--- config.mk ---
export PLATFORM = sky130hd
export DESIGN_NAME = sort_frame_loader
export DESIGN_NICKNAME = d
export VERILOG_FILES = /design/src/rtl/sort_pkg.sv /design/src/rtl/sort_slot_reg.sv /design/src/rtl/sort_frame_loader.sv
export SDC_FILE = /design/constraint.sdc
export NUM_CORES = 1
export LEC_CHECK = 0
export CAP_MARGIN = 20
export CORE_ASPECT_RATIO = 1.5
export CORE_UTILIZATION = 45
export CTS_CLUSTER_DIAMETER = 30
export DETAILED_ROUTE_END_ITERATION = 10
export GPL_TIMING_DRIVEN = 0
export PLACE_DENSITY = 0.73
export SYNTH_ARGS = -nofsm -noshare
export SYNTH_HDL_FRONTEND = slang
export SYNTH_SLANG_ARGS = --single-unit
--- constraint.sdc ---
create_clock -name clk -period 4.48 [get_ports clk]
set_input_delay 1.344 -clock clk [delete_from_list [all_inputs] [get_ports clk]]
set_output_delay 1.344 -clock clk [all_outputs]
set_load 0.1 [all_outputs]
--- src/rtl/sort_pkg.sv ---
// Shared definitions for the sort block, its frame loader and their benches:
// default geometry, loader state encoding, pad value and slot placement.
package sort_pkg;

  localparam int SORT_NUM_VALS  = 9;
  localparam int SORT_SIZE      = 16;
  localparam int SORT_PAD_MAX_W = 256;

  // Padding sorts to the maximum end, so unused slots never displace real samples.
  localparam logic [SORT_PAD_MAX_W-1:0] SORT_PAD = '1;

  typedef enum logic {
    LD_FILL = 1'b0,
    LD_FULL = 1'b1
  } ld_state_e;

  // Slot 0 sits at the MSB end, matching the in1..inN concatenation of sort.
  function automatic int slot_lsb(input int k, input int num_vals, input int size);
    return (num_vals - 1 - k) * size;
  endfunction

endpackage

--- src/rtl/sort_slot_reg.sv ---
// One sample slot of the loader fill buffer: loads a sample, or the pad value
// when a frame closes early, and exposes both its next and current value.
module sort_slot_reg
  import sort_pkg::*;
#(
  parameter int SIZE = SORT_SIZE
) (
  input  logic            clk,
  input  logic            rst_n,
  input  logic            wr_en,
  input  logic            pad_ld,
  input  logic [SIZE-1:0] wr_data,
  output logic [SIZE-1:0] slot_d,
  output logic [SIZE-1:0] slot_q
);

  always_comb begin
    slot_d = slot_q;
    if (wr_en) begin
      slot_d = wr_data;
    end else if (pad_ld) begin
      slot_d = SORT_PAD[SIZE-1:0];
    end
  end

  always_ff @(posedge clk or negedge rst_n) begin
    if (!rst_n) begin
      slot_q <= '0;
    end else begin
      slot_q <= slot_d;
    end
  end

endmodule

--- src/rtl/sort_frame_loader.sv ---
// Double-buffered loader packing NUM_VALS serial samples into one frame for sort.
// Define SORT_LOADER_PAD_EN to let s_last close a short, all-ones padded frame.
module sort_frame_loader
  import sort_pkg::*;
#(
  parameter int NUM_VALS = SORT_NUM_VALS,
  parameter int SIZE     = SORT_SIZE
) (
  input  logic                          clk,
  input  logic                          rst_n,
  input  logic                          s_valid,
  output logic                          s_ready,
  input  logic [SIZE-1:0]               s_data,
  input  logic                          s_last,
  output logic [NUM_VALS*SIZE-1:0]      frame,
  output logic [$clog2(NUM_VALS+1)-1:0] frame_len,
  output logic                          frame_valid,
  input  logic                          frame_ready
);

  localparam int IW = $clog2(NUM_VALS);
  localparam int LW = $clog2(NUM_VALS + 1);
  localparam int FW = NUM_VALS * SIZE;

  ld_state_e     state_q, state_d;
  logic [IW-1:0] idx_q, idx_d;
  logic [LW-1:0] fill_len_q, fill_len_d;
  logic [FW-1:0] frame_q, frame_d;
  logic [LW-1:0] frame_len_q, frame_len_d;
  logic          frame_valid_q, frame_valid_d;

  logic [FW-1:0]       fill_next, fill_held;
  logic [NUM_VALS-1:0] wr_sel, pad_sel;
  logic                accept, close_early, close_beat, out_free;
  logic [LW-1:0]       beat_len;

`ifdef SORT_LOADER_PAD_EN
  localparam bit PAD_EN = 1'b1;
  assign close_early = s_last;
`else
  localparam bit PAD_EN = 1'b0;
  logic unused_s_last;
  assign unused_s_last = s_last;
  assign close_early   = 1'b0;
`endif

  // Ready depends only on registered state (and reset), never on frame_ready.
  assign s_ready    = rst_n && (state_q == LD_FILL);
  assign accept     = s_valid && s_ready;
  assign close_beat = accept && ((idx_q == IW'(NUM_VALS - 1)) || close_early);
  assign out_free   = !frame_valid_q || frame_ready;
  assign beat_len   = LW'(idx_q) + LW'(1);

  always_comb begin
    wr_sel  = '0;
    pad_sel = '0;
    for (int j = 0; j < NUM_VALS; j++) begin
      wr_sel[j]  = accept && (int'(idx_q) == j);
      pad_sel[j] = PAD_EN && close_beat && (int'(idx_q) < j);
    end
  end

  for (genvar k = 0; k < NUM_VALS; k++) begin : g_slot
    logic [SIZE-1:0] slot_d, slot_q;

    sort_slot_reg #(.SIZE(SIZE)) u_slot (
      .clk     (clk),
      .rst_n   (rst_n),
      .wr_en   (wr_sel[k]),
      .pad_ld  (pad_sel[k]),
      .wr_data (s_data),
      .slot_d  (slot_d),
      .slot_q  (slot_q)
    );

    assign fill_next[slot_lsb(k, NUM_VALS, SIZE) +: SIZE] = slot_d;
    assign fill_held[slot_lsb(k, NUM_VALS, SIZE) +: SIZE] = slot_q;
  end

  // A closing beat copies the buffer including itself; a stalled frame copies as held.
  always_comb begin
    state_d       = state_q;
    idx_d         = idx_q;
    fill_len_d    = fill_len_q;
    frame_d       = frame_q;
    frame_len_d   = frame_len_q;
    frame_valid_d = frame_valid_q && !frame_ready;
    case (state_q)
      LD_FILL: begin
        if (accept) begin
          if (close_beat) begin
            idx_d      = '0;
            fill_len_d = beat_len;
            if (out_free) begin
              frame_d       = fill_next;
              frame_len_d   = beat_len;
              frame_valid_d = 1'b1;
            end else begin
              state_d = LD_FULL;
            end
          end else begin
            idx_d = idx_q + IW'(1);
          end
        end
      end
      LD_FULL: begin
        if (frame_ready) begin
          frame_d       = fill_held;
          frame_len_d   = fill_len_q;
          frame_valid_d = 1'b1;
          idx_d         = '0;
          state_d       = LD_FILL;
        end
      end
      default: state_d = LD_FILL;
    endcase
  end

  always_ff @(posedge clk or negedge rst_n) begin
    if (!rst_n) begin
      state_q       <= LD_FILL;
      idx_q         <= '0;
      fill_len_q    <= '0;
      frame_q       <= '0;
      frame_len_q   <= '0;
      frame_valid_q <= 1'b0;
    end else begin
      state_q       <= state_d;
      idx_q         <= idx_d;
      fill_len_q    <= fill_len_d;
      frame_q       <= frame_d;
      frame_len_q   <= frame_len_d;
      frame_valid_q <= frame_valid_d;
    end
  end

  assign frame       = frame_q;
  assign frame_len   = frame_len_q;
  assign frame_valid = frame_valid_q;

endmodule

==> flow_results.org <==
** Clock tree
- The tree is rooted in a sky130_fd_sc_hd__clkbuf_16.
- Post-CTS clock slew at the launch and capture registers of the worst setup and hold paths :: about 0.06 ns
- The clock passes through at most 3 buffers.
- Clock sink count :: 302
- The number of hold buffers added after CTS was 0.
- In this run the post-CTS setup repair buffer count came out at 0.
- The H-tree generated during clock tree synthesis spans 2 levels.
- The number of gates resized after CTS was 4.
- TritonCTS built the clock tree.
- Total clock buffers created by CTS :: 43
- Clk_lat worst skew :: 0.53 ns

** Placement
- Detailed-placement wirelength estimate :: 17.6 mm
- Placed Area :: roughly 0.014 mm2
- Post-placement setup slack :: -0.854 ns
- Placer Congestion :: 0.771
- Post-Place Cells :: 1209
- Port buffering added about 150 buffers.

** Final layout
- Number of nets in the final layout :: 947
- Final cell area excluding filler cells :: 0.0154 mm2
- Ant diodes :: 0
- Fraction of final layout cells with drive strength greater than 1 :: 34.1%
- The filler cells instantiated in the layout total 1987.
- Multi-input gate area in the final layout :: 0.00394 mm2
- Cells fill 59.5% of the core in the end.
- Compared with the post-synthesis result, the final layout area differs by 29.9%.
- Registers take 0.00756 mm2.
- Number of standard cells in the layout, taps in and fillers out :: 1290

** Routing
- The first TritonRoute pass finished after 4 iterations.
- The routed design has about 27 mm of wire.
- DRC marker count from the first detailed-route iteration :: 295
- Highest signal layer in the routed design :: met4
- In the routed design, unresolved DRC markers number 0.
- In the routed layout, each cell is associated on average with a via count of 5.18.
- Via count :: 6686
- Once detail routing completed, the nets flagged for antenna violations numbered 0.
- In the detailed route, the total length drawn on met2 is about 14 mm.
- Dividing the detail-routed wire length by the instance count gives 20.8 um.
- Amount of wire on met3 after detailed routing :: 1.12 mm
- After detailed routing, the wire length on met1 is roughly 11 mm.

** Synth
- Of the total synthesized cell area, the portion taken by AND, OR, NAND and NOR gates is 2.22%.
- A synthesized cell averages 16.4 um2.
- Synthesis handed over a netlist of 721 instances.
- Post-synthesis share of cell area spent on full adders, half adders and majority gates :: less than 1%
- Total standard cell area after synthesis :: 0.0119 mm2
- Synthesized Nets :: around 750
- After synthesis the netlist holds a flip-flop and latch count of about 300.
- Summing the sequential cell areas from Yosys gives 63.8% of the chip area.
- Counting distinct cell types in the post-synthesis netlist gives 41.
- After synthesis, the largest family of logic cells by area is multiplexers.
- Post-synthesis compound-gate area fraction :: around 3.0%
- In the synthesized netlist, mux cells make up 27.6% of the area.
- After Yosys synthesis, XOR and XNOR cells account for 0.0739% of the synthesized area.
- Yosys Warn Count :: 0

** Die
- Pin placement for this block handled 171 I/O pins.
- The initial utilization of the core area, before any placement, comes to a little under half.
- Row generation in the floorplan step produced 72 rows.
- Die Footprint :: between 0.02 and 0.03 mm2
- The die is 135 um wide.
- In this run the standard cell core region covers ~0.026 mm2.
- Floorplan die height :: 201 um

** Setup path
- For the worst setup path, the data required time is 3.14 ns.
- Counting cells, the worst reg-to-reg path comes to 7.
- Setup CP Type :: input pin to output port
- The startpoint identified for the worst register-to-register timing path is idx_q[0]$_DFFE_PN0P_.
- Data arrives at the worst endpoint at 2.94 ns.
- STA classifies the critical path endpoint as an output port.
- In this run the critical register-to-register path is captured at frame[105]$_DFFE_PN0P_.
- Along the worst path, the maximum fanout reaches 92.
- Across all register-to-register paths, the minimum setup slack is between 1.5 and 2 ns.
- The worst setup path is launched from an input pin.

** Min path
- Type of the most critical hold path :: flop to flop
- Hold Path Depth :: 1
- Min-Delay Startpoint :: fill_len_q[3]$_DFFE_PN0P_
- For hold timing, the worst endpoint is fill_len_q[3]$_DFFE_PN0P_.

** Power and ir drop
- Peak ir drop on the vdd network :: 0.453 mV
- Leakage :: 7.24 nW
- Power density over the cells :: just under 700 mW/mm2

** Timing
- Fin. Hold Viols :: 0
- Worst clock skew :: 0.0117 ns
- Summed over all failing endpoints, the final setup total negative slack is 0 ns.
- Setup violations remaining at the end of the flow were counted as 0.
- Slew headroom :: 29.1%
- Static timing analysis puts the maximum clock frequency at 233 MHz.
- At the pin with the least slew margin, the transition time is roughly 1.1 ns.
- Dividing the final minimum period by the clock period gives between 90% and 100%.
- The max-slew violation count came to 0.
- Unrepaired setup endpoints after global routing :: no
- In the post-route analysis, the smallest setup slack over all paths is 0.196 ns.
- The clock period could shrink to 4.28 ns.

** Global route
- Via count of the first global-routing pass :: 7118
- Leftover overflow at the end of global routing :: 0
- Antenna violations before repair :: 2
- Entering global routing, the biggest net connects 94 pins.
- In the global route stage, overall resource usage came out at 20.9%.
- The first global-routing pass estimated between 40 and 50 mm of wire.

** Flow run
- The tool flagged a number of max-cap violations equal to 0.

** Status
- The flow ran to the end, and the final reports show no timing, DRC or antenna violations.
cells in the final DEF, fill, tap and decap left out, types with 3 or more instances in the layout:
cell and instances:
sky130_fd_sc_hd__o22ai_1 18, sky130_fd_sc_hd__clkdlybuf4s50_1 151, sky130_fd_sc_hd__o21ai_0 6, sky130_fd_sc_hd__clkbuf_8 5
sky130_fd_sc_hd__clkbuf_1 5, sky130_fd_sc_hd__mux2_4 40, sky130_fd_sc_hd__mux2_2 158, sky130_fd_sc_hd__inv_1 3
sky130_fd_sc_hd__clkinv_8 3, sky130_fd_sc_hd__dfrtp_1 302, sky130_fd_sc_hd__clkbuf_16 44, sky130_fd_sc_hd__nand2b_1 3
sky130_fd_sc_hd__clkinvlp_4 6, sky130_fd_sc_hd__buf_1 16, sky130_fd_sc_hd__inv_8 3, sky130_fd_sc_hd__buf_2 7
sky130_fd_sc_hd__buf_6 13, sky130_fd_sc_hd__ha_1 4, sky130_fd_sc_hd__a21oi_1 5, sky130_fd_sc_hd__mux2_1 77
sky130_fd_sc_hd__buf_4 9, sky130_fd_sc_hd__nand2_1 8, sky130_fd_sc_hd__a2bb2oi_1 16, sky130_fd_sc_hd__clkinv_4 4
sky130_fd_sc_hd__inv_6 11
layout make-up:
cell class                 count  area share, %
buffer                        50           2.13
clock buffer                  49           7.60
clock inverter                31           2.14
inverter                       5          0.138
multi-input combinational    364           25.6
sequential                   302           49.1
tap                          333           2.71
timing repair buffer         156           10.6
kinds of logic after synthesis:
group,after synthesis
xor gates and xnor gates,1
adders and majority gates,4
and+or+nand+nor,33
AOI/OAI and AO/OA,49
muxes,277
buffers and inverters,55
DFF,302
registers in the layout, summed over array words and instances (netlist names):
register,flops
frame,144
g_slot.u_slot.slot_q,144
fill_len_q,4
frame_len,4
idx_q,4
frame_valid,1
state_q,1
Yosys cell counts (all sizes together):
| cell | n | area, um2 |
|---|---|---|
| dfrtp | 302 | 7560 |
| mux2 | 275 | 3250 |
| buf | 45 | 309 |
| o22ai | 18 | 113 |
| a2bb2oi | 16 | 140 |
| nand2 | 8 | 30.0 |
| o21ai | 6 | 30.0 |
| a21oi | 5 | 25.0 |
| clkbuf | 5 | 18.8 |
| ha | 4 | 50.1 |
| inv | 4 | 17.5 |
| nand2b | 4 | 32.5 |
| nor2 | 4 | 20.0 |
| and4 | 3 | 31.3 |
| nand3 | 3 | 20.0 |
| mux2i | 2 | 20.0 |
| nand4 | 2 | 12.5 |
| nor4 | 2 | 42.5 |
| a21boi | 1 | 11.3 |
| a22o | 1 | 8.76 |
| and2 | 1 | 6.26 |
| and2b | 1 | 10.0 |
| clkinv | 1 | 3.75 |
| nand3b | 1 | 7.51 |
| nand4b | 1 | 23.8 |
| nand4bb | 1 | 11.3 |
| nor2b | 1 | 8.76 |
| o21bai | 1 | 18.8 |
| o22a | 1 | 8.76 |
| or3 | 1 | 6.26 |
| xnor2 | 1 | 8.76 |
worst max path at each step:
| stage | from | cells after the start | end | slack [ns] |
|---|---|---|---|---|
| floorplan | rst_n | 2 | s_ready | 1.45 |
| global placement | rst_n | 7 | frame[91]$_DFFE_PN0P_ | -11.79 |
| detailed placement | rst_n | 5 | s_ready | -0.85 |
| CTS | rst_n | 5 | s_ready | 0.13 |
| global route | rst_n | 5 | s_ready | 0.03 |
| finish | rst_n | 5 | s_ready | 0.20 |
stage by stage:
stage / power [mW] / hold WS (ns)
after floorplan: 6.21 / 0.435
after global placement: 6.91 / 0.456
after detailed placement: 6.98 / 0.458
after CTS: 10.4 / 0.476
after global routing: 10.8 / 0.491
final: 10.3 / 0.472
where the power goes:
group / total [mW] / switching (mW) / leakage, nW / internal (mW)
Sequential: 3.82 / 0.285 / 4.00 / 3.53
Combinational: 3.12 / 2.08 / 2.52 / 1.03
Clock: 3.41 / 1.35 / 0.720 / 2.06
Total: 10.3 / 3.72 / 7.24 / 6.63
critical path, cell delays in order:
cell and delay [ns]:
sky130_fd_sc_hd__buf_12 0.37, sky130_fd_sc_hd__buf_16 0.32, sky130_fd_sc_hd__nand2b_4 0.13, sky130_fd_sc_hd__inv_4 0.13, sky130_fd_sc_hd__clkdlybuf4s15_2 0.57
layer usage:
metal | GRT usage (%) | up-vias
li1 | - | 2985
met1 | 25.8 | 3499
met2 | 36.6 | 157
met3 | 4.07 | 45
met4 | 6.62 | 0
met5 | 0 | -
Note: power is estimated with default switching activity, not from simulation.
